File: src/rtl/zlave_regbank.sv
// Avalon-MM register bank: NUM_REGS x DATA_WIDTH, byte-enabled writes, per-register readback source.
// Read latency fixed at 2 cycles via slave_readdatavalid; no backpressure, one request accepted per cycle.
module zlave_regbank #(
  parameter int                  DATA_WIDTH = 32,
  parameter int                  NUM_REGS   = 8,
  parameter int                  ADDR_WIDTH = 4,
  parameter logic [NUM_REGS-1:0] MODE_MASK  = '0
) (
  input  logic                           clk,
  input  logic                           reset,
  input  logic [ADDR_WIDTH-1:0]          slave_address,
  input  logic                           slave_read,
  input  logic                           slave_write,
  input  logic [DATA_WIDTH/8-1:0]        slave_byteenable,
  input  logic [DATA_WIDTH-1:0]          slave_writedata,
  output logic [DATA_WIDTH-1:0]          slave_readdata,
  output logic                           slave_readdatavalid,
  output logic [NUM_REGS*DATA_WIDTH-1:0] user_dataout,
  input  logic [NUM_REGS*DATA_WIDTH-1:0] user_datain,
  output logic [NUM_REGS-1:0]            user_chipselect,
  output logic                           user_write,
  output logic                           user_read,
  output logic [DATA_WIDTH/8-1:0]        user_byteenable
);
  localparam int NB = DATA_WIDTH / 8;

  logic [NUM_REGS-1:0]            hit;
  logic [NUM_REGS-1:0]            hit_q;
  logic [NUM_REGS-1:0]            rd_sel_q;
  logic [NUM_REGS*DATA_WIDTH-1:0] regs_q;
  logic [DATA_WIDTH-1:0]          sample_d;
  logic [DATA_WIDTH-1:0]          sample_q;
  logic [DATA_WIDTH-1:0]          rd_mux;
  logic                           rd_go;
  logic                           rd_vld_q;
  logic                           wr_q;
  logic [NB-1:0]                  be_q;

  // A read coinciding with a write is dropped; the write wins.
  assign rd_go = slave_read & ~slave_write;

  always_comb begin
    hit      = '0;
    sample_d = '0;
    for (int i = 0; i < NUM_REGS; i++) begin
      hit[i] = (slave_address == ADDR_WIDTH'(i)) && (slave_read || slave_write);
      if (hit[i] && !MODE_MASK[i])
        sample_d = user_datain[i*DATA_WIDTH +: DATA_WIDTH];
    end
  end

  // Out-of-range reads leave rd_sel_q all-zero, so they return 0.
  always_comb begin
    rd_mux = '0;
    for (int i = 0; i < NUM_REGS; i++) begin
      if (rd_sel_q[i])
        rd_mux = MODE_MASK[i] ? regs_q[i*DATA_WIDTH +: DATA_WIDTH] : sample_q;
    end
  end

  always_ff @(posedge clk) begin
    if (reset) begin
      regs_q              <= '0;
      rd_sel_q            <= '0;
      sample_q            <= '0;
      rd_vld_q            <= 1'b0;
      slave_readdata      <= '0;
      slave_readdatavalid <= 1'b0;
      wr_q                <= 1'b0;
      hit_q               <= '0;
      be_q                <= '0;
    end else begin
      for (int i = 0; i < NUM_REGS; i++) begin
        for (int b = 0; b < NB; b++) begin
          if (slave_write && hit[i] && slave_byteenable[b])
            regs_q[i*DATA_WIDTH + 8*b +: 8] <= slave_writedata[8*b +: 8];
        end
      end
      rd_vld_q <= rd_go;
      if (rd_go) begin
        rd_sel_q <= hit;
        sample_q <= sample_d;
      end
      slave_readdatavalid <= rd_vld_q;
      if (rd_vld_q)
        slave_readdata <= rd_mux;
      wr_q  <= slave_write;
      hit_q <= hit;
      be_q  <= slave_byteenable;
    end
  end

  assign user_dataout    = regs_q;
  assign user_read       = slave_read;
  assign user_write      = wr_q;
  assign user_chipselect = wr_q ? hit_q : hit;
  assign user_byteenable = wr_q ? be_q : slave_byteenable;

endmodule

File: config.mk
export PLATFORM = sky130hd
export DESIGN_NAME = zlave_regbank
export DESIGN_NICKNAME = d
export VERILOG_FILES = /design/src/rtl/zlave_regbank.sv
export SDC_FILE = /design/constraint.sdc
export NUM_CORES = 1
export LEC_CHECK = 0
export CAP_MARGIN = 25
export CORE_AREA = 2 2 232 234
export CTS_CLUSTER_SIZE = 8
export DETAILED_ROUTE_END_ITERATION = 8
export DIE_AREA = 0 0 234 236
export HOLD_SLACK_MARGIN = 0.06
export RECOVER_POWER = 25
export SYNTH_ARGS = -nofsm -noshare
export SYNTH_HDL_FRONTEND = slang
export SYNTH_SLANG_ARGS = --single-unit
File: constraint.sdc
create_clock -name clk -period 1.6 [get_ports clk]
set_input_delay 0.24 -clock clk [delete_from_list [all_inputs] [get_ports clk]]
set_output_delay 0.24 -clock clk [all_outputs]
set_load 0.02 [all_outputs]
==> results.md <==
- Status: finished with violations
- Failing checks: setup timing
- Final Critical Period: between 1.5 and 2 ns
- Boundary Pins: 603
- CTS tree: done
- WP data arrival: between 1.5 and 2 ns
- Post-Syn Area: around 14,000 um2
- Seq/Total Area, Yosys: between 40 and 50%
- Final non-filler cell total: roughly 3,100
- VDD IR max: roughly 0.00066 V
- All-Layer GR Usage: 26.2%
- Final setup violation count: approximately 180
- Pleak: just over 0.01 uW
- CTS root buffer: clkbuf_16
- Post-Route WL: roughly 75 mm
- Max Clk Rate: around 0.54 GHz
- Largest net degree at the start of global routing: 82
- Nets: about 2,700
- Core ar.: approximately 53,000 um2
- Share of post-route cells with drive strength above 1: between 10% and 20%
- Pwr dens: 881 nW/um2
- Synth Area in Compound Gates: between 15 and 20%
- Post-synthesis register bit count: about 340
- Hold slack: between 0.15 and 0.2 ns
- Synth Warn #: 0
- Simple-gate share of the synthesized area: ~22%
- DRT Pass-1 Iters: 5
- Initial Util: a little over a quarter
- Hold-critical path depth: 3
- Adder-Cell Fraction of Synth Area: 0%
- Final period util: 116%
- Die width: ~230 um
- Largest family of logic cells by synthesized area: simple AND/OR/NAND/NOR gates
- Fin. max-slew vios: 0
- Clock transition at path regs: ~0.050 ns
- GR Util met1: around 34%
- Post-synth net total: between 2,000 and 2,500
- Worst reg-to-reg setup slack: between 0.2 and 0.25 ns
- DP Area: 22,200 um2
- Final ANT Viol Nets: 0
- M2 GR Usage: between 40 and 50%
- Class of the worst hold path: primary input to flip-flop
- Routability cong.: slightly above 1
- Cell Rows: 85
- Vias in the first global route: 15,000
- Final hold vios: 0
- Max-cap viol count: 0
- Area Growth Syn to Fin: 64.1%
- XOR/XNOR Fraction of Synth Area: 0%
- Wirelength per Cell: ~24 um
- Reg-to-Reg Start: rd_sel_q[0]$_SDFFE_PP0P_
- DP Wirelength: between 50 and 60 mm
- Met3 Track Usage GR: under 10%
- CTS Buf Count: around 50
- Crit Path Max Fanout: 5
- Global-route wire length before repair: about 110 mm
- EDFF count, synth: 0
- Initial antenna violation count: 6
- Clock Skews: 0.0173 ns
- Reg-to-reg critical path endpoint: slave_readdata[10]$_SDFFE_PP0P_
- Worst Hold End: user_write$_SDFF_PP0_
- Sink Count: between 300 and 400
- Worst setup path class: flip-flop to primary output
- # DRC: 0
- Total gr overflow: 0
- Post-Syn Area per Cell: just over 8 um2
- Global route hottest layer: met2
- Design area: 23,400 um2
- Worst EP required: 1.36 ns
- Number of library cell types mapped by synthesis: 39
- Worst stage delay on the critical path: 0.36 ns
- H-Tree Depth: 2
- Final worst-path setup slack: -0.263 ns
- Clock Tree Buf Depth: 3
- Worst skew pair latency: 0.58 ns
- Area of the die: 55,200 um2
- Detail-routed via count per cell: slightly above 5
- Worst path slowest cell: dfxtp_4
- Ys async rst share: 0%
- CP startpoint kind: flip-flop
- Slew HR: 49.9%
- Mux cell area share after synthesis: 7.33%
- IO Port Bufs: approximately 600
- DP Cell Count: between 3,000 and 4,000
- Initial DRC count: roughly 1,200
- Worst Setup End Kind: primary output
- Crit path cell chain: buf_12 -> buf_8 -> mux2_4 -> buf_6
- Via count: between 15,000 and 20,000
- Die span in y: 236 um
- Post-Syn Instances: between 1,500 and 2,000
- Hold path start: slave_write
- FF-to-FF path depth: 6
- Worst-Margin Slew: ~0.75 ns
- Primary FF master, synth: dfxtp_1
- Unrepaired setup endpoints after global routing: true
==> metrics by stage <==
step / util [%] / total power, uW / setup slack, ns / TNS [ns]
floorplan: - / 9720 / -0.0826 / -0.973
CTS: 44.2 / 20900 / -0.313 / -2.81
detailed placement: 41.8 / 11300 / -1.06 / -234.47
global route: 44.2 / 21300 / -0.307 / -18.02
finish: 44.2 / 20600 / -0.263 / -9.53
global placement: 41.8 / 11300 / -1.04 / -234.45
==> synthesized netlist by cell type (2+ instances only) <==
cell type  instances  area (um2)
nand2_1          388        1460
dfxtp_1          343        6870
a21oi_1          252        1260
nor2_1           139         522
clkbuf_1         113         424
mux2i_1           93         931
nand3_1           87         435
o21ai_0           63         315
nor2b_1           42         263
a221oi_1          32         280
and3_1            22         138
buf_2             22         110
o32ai_1           20         175
a221o_1           17         170
a221oi_2          12         180
nand3b_1          12        90.1
o21a_1            12        90.1
o21ai_1           10        50.1
buf_6              8        90.1
nand3_2            8        80.1
buf_4              7        52.6
and2_1             4        25.0
mux2_2             4        45.0
nor2_2             3        18.8
o22ai_1            3        18.8
buf_1              2        7.51
mux4_2             2        45.0
nand2b_1           2        12.5
nor3_2             2        20.0
nor4_1             2        12.5
==> report_power, final <==
| part | switching [uW] | leakage (uW) | internal, uW |
|---|---|---|---|
| Clock | 3740 | 0.000659 | 5690 |
| Combinational | 1270 | 0.00690 | 1240 |
| Sequential | 63.3 | 0.00277 | 8640 |
==> timing repair <==
item                                    in CTS  in global routing
pin swaps                                    9                  5
setup buffers                               11                  3
hold buffers                                 1                  0
hold endpoints to repair                     5                  0
gates resized for setup                    398                 20
cloned                                       1                  0
endpoints found under the setup margin     587                 25
==> logic make-up (layout without fill, tap and decap cells) <==
group | after synthesis | count (layout)
flip-flops | 343 | 343
AND/OR/NAND/NOR | 717 | 717
multiplexers | 100 | 100
buffers and inverters | 152 | 845
AO/OA/AOI/OAI | 423 | 423
other | 0 | 3
==> metal layers <==
metal	part of all wire [%]	vias up	routed length, um
met5	0.021	-	16
met4	3.1	2	2330
met1	43	7614	31900
met2	46	714	34400
met3	8.2	127	6170
li1	-	7333	-
==> final cells by class <==
class                           instances  area (um2)
Sequential cell                       343        6870
Clock inverter                          2        13.8
Multi-Input combinational cell       1240        6990
Timing Repair Buffer                  789        7370
Clock buffer                           54        1320
Fill cell                            5263       29600
Tap cell                              696         871
Antenna cell                            3        7.51
==> sequential cells by signal, summed over array words and instances, names as in the netlist <==
name,count
be_q,4
hit_q,8
rd_sel_q,8
rd_vld_q,1
sample_q,32
slave_readdata,32
slave_readdatavalid,1
user_dataout,256
user_write,1
==> worst max-delay path: cells and delay by family, from the launching register on <==
family | cells | cell delay (ns)
buffers and inverters | 3 | 0.40
muxes | 1 | 0.30
DFF | 1 | 0.36
==> placed cells by master (no fill, tap or decap), types with 23 or more instances in the layout <==
master           Yosys  final
buf_12               0     23
dfxtp_1            343    342
nor2_1             139    138
nor2b_1             42     39
buf_4                7    150
clkbuf_16            0     51
nand3_1             87     84
a21oi_1            252    252
mux2i_1             93     93
dlygate4sd2_1        0    281
nand2_1            388    381
clkdlybuf4s50_1      0    292
o21ai_0             63     55
==> worst max-delay path by stage <==
stage | from | to | depth (start not counted)
after floorplan | slave_read | sample_q[11]$_SDFFE_PP0P_ | 8
after global placement | slave_write | sample_q[27]$_SDFFE_PP0P_ | 8
after detailed placement | slave_write | sample_q[27]$_SDFFE_PP0P_ | 8
after CTS | user_write$_SDFF_PP0_ | user_byteenable[2] | 4
after global routing | user_write$_SDFF_PP0_ | user_byteenable[2] | 4
final | user_write$_SDFF_PP0_ | user_byteenable[2] | 4
Power figures use the tool's default switching activity.
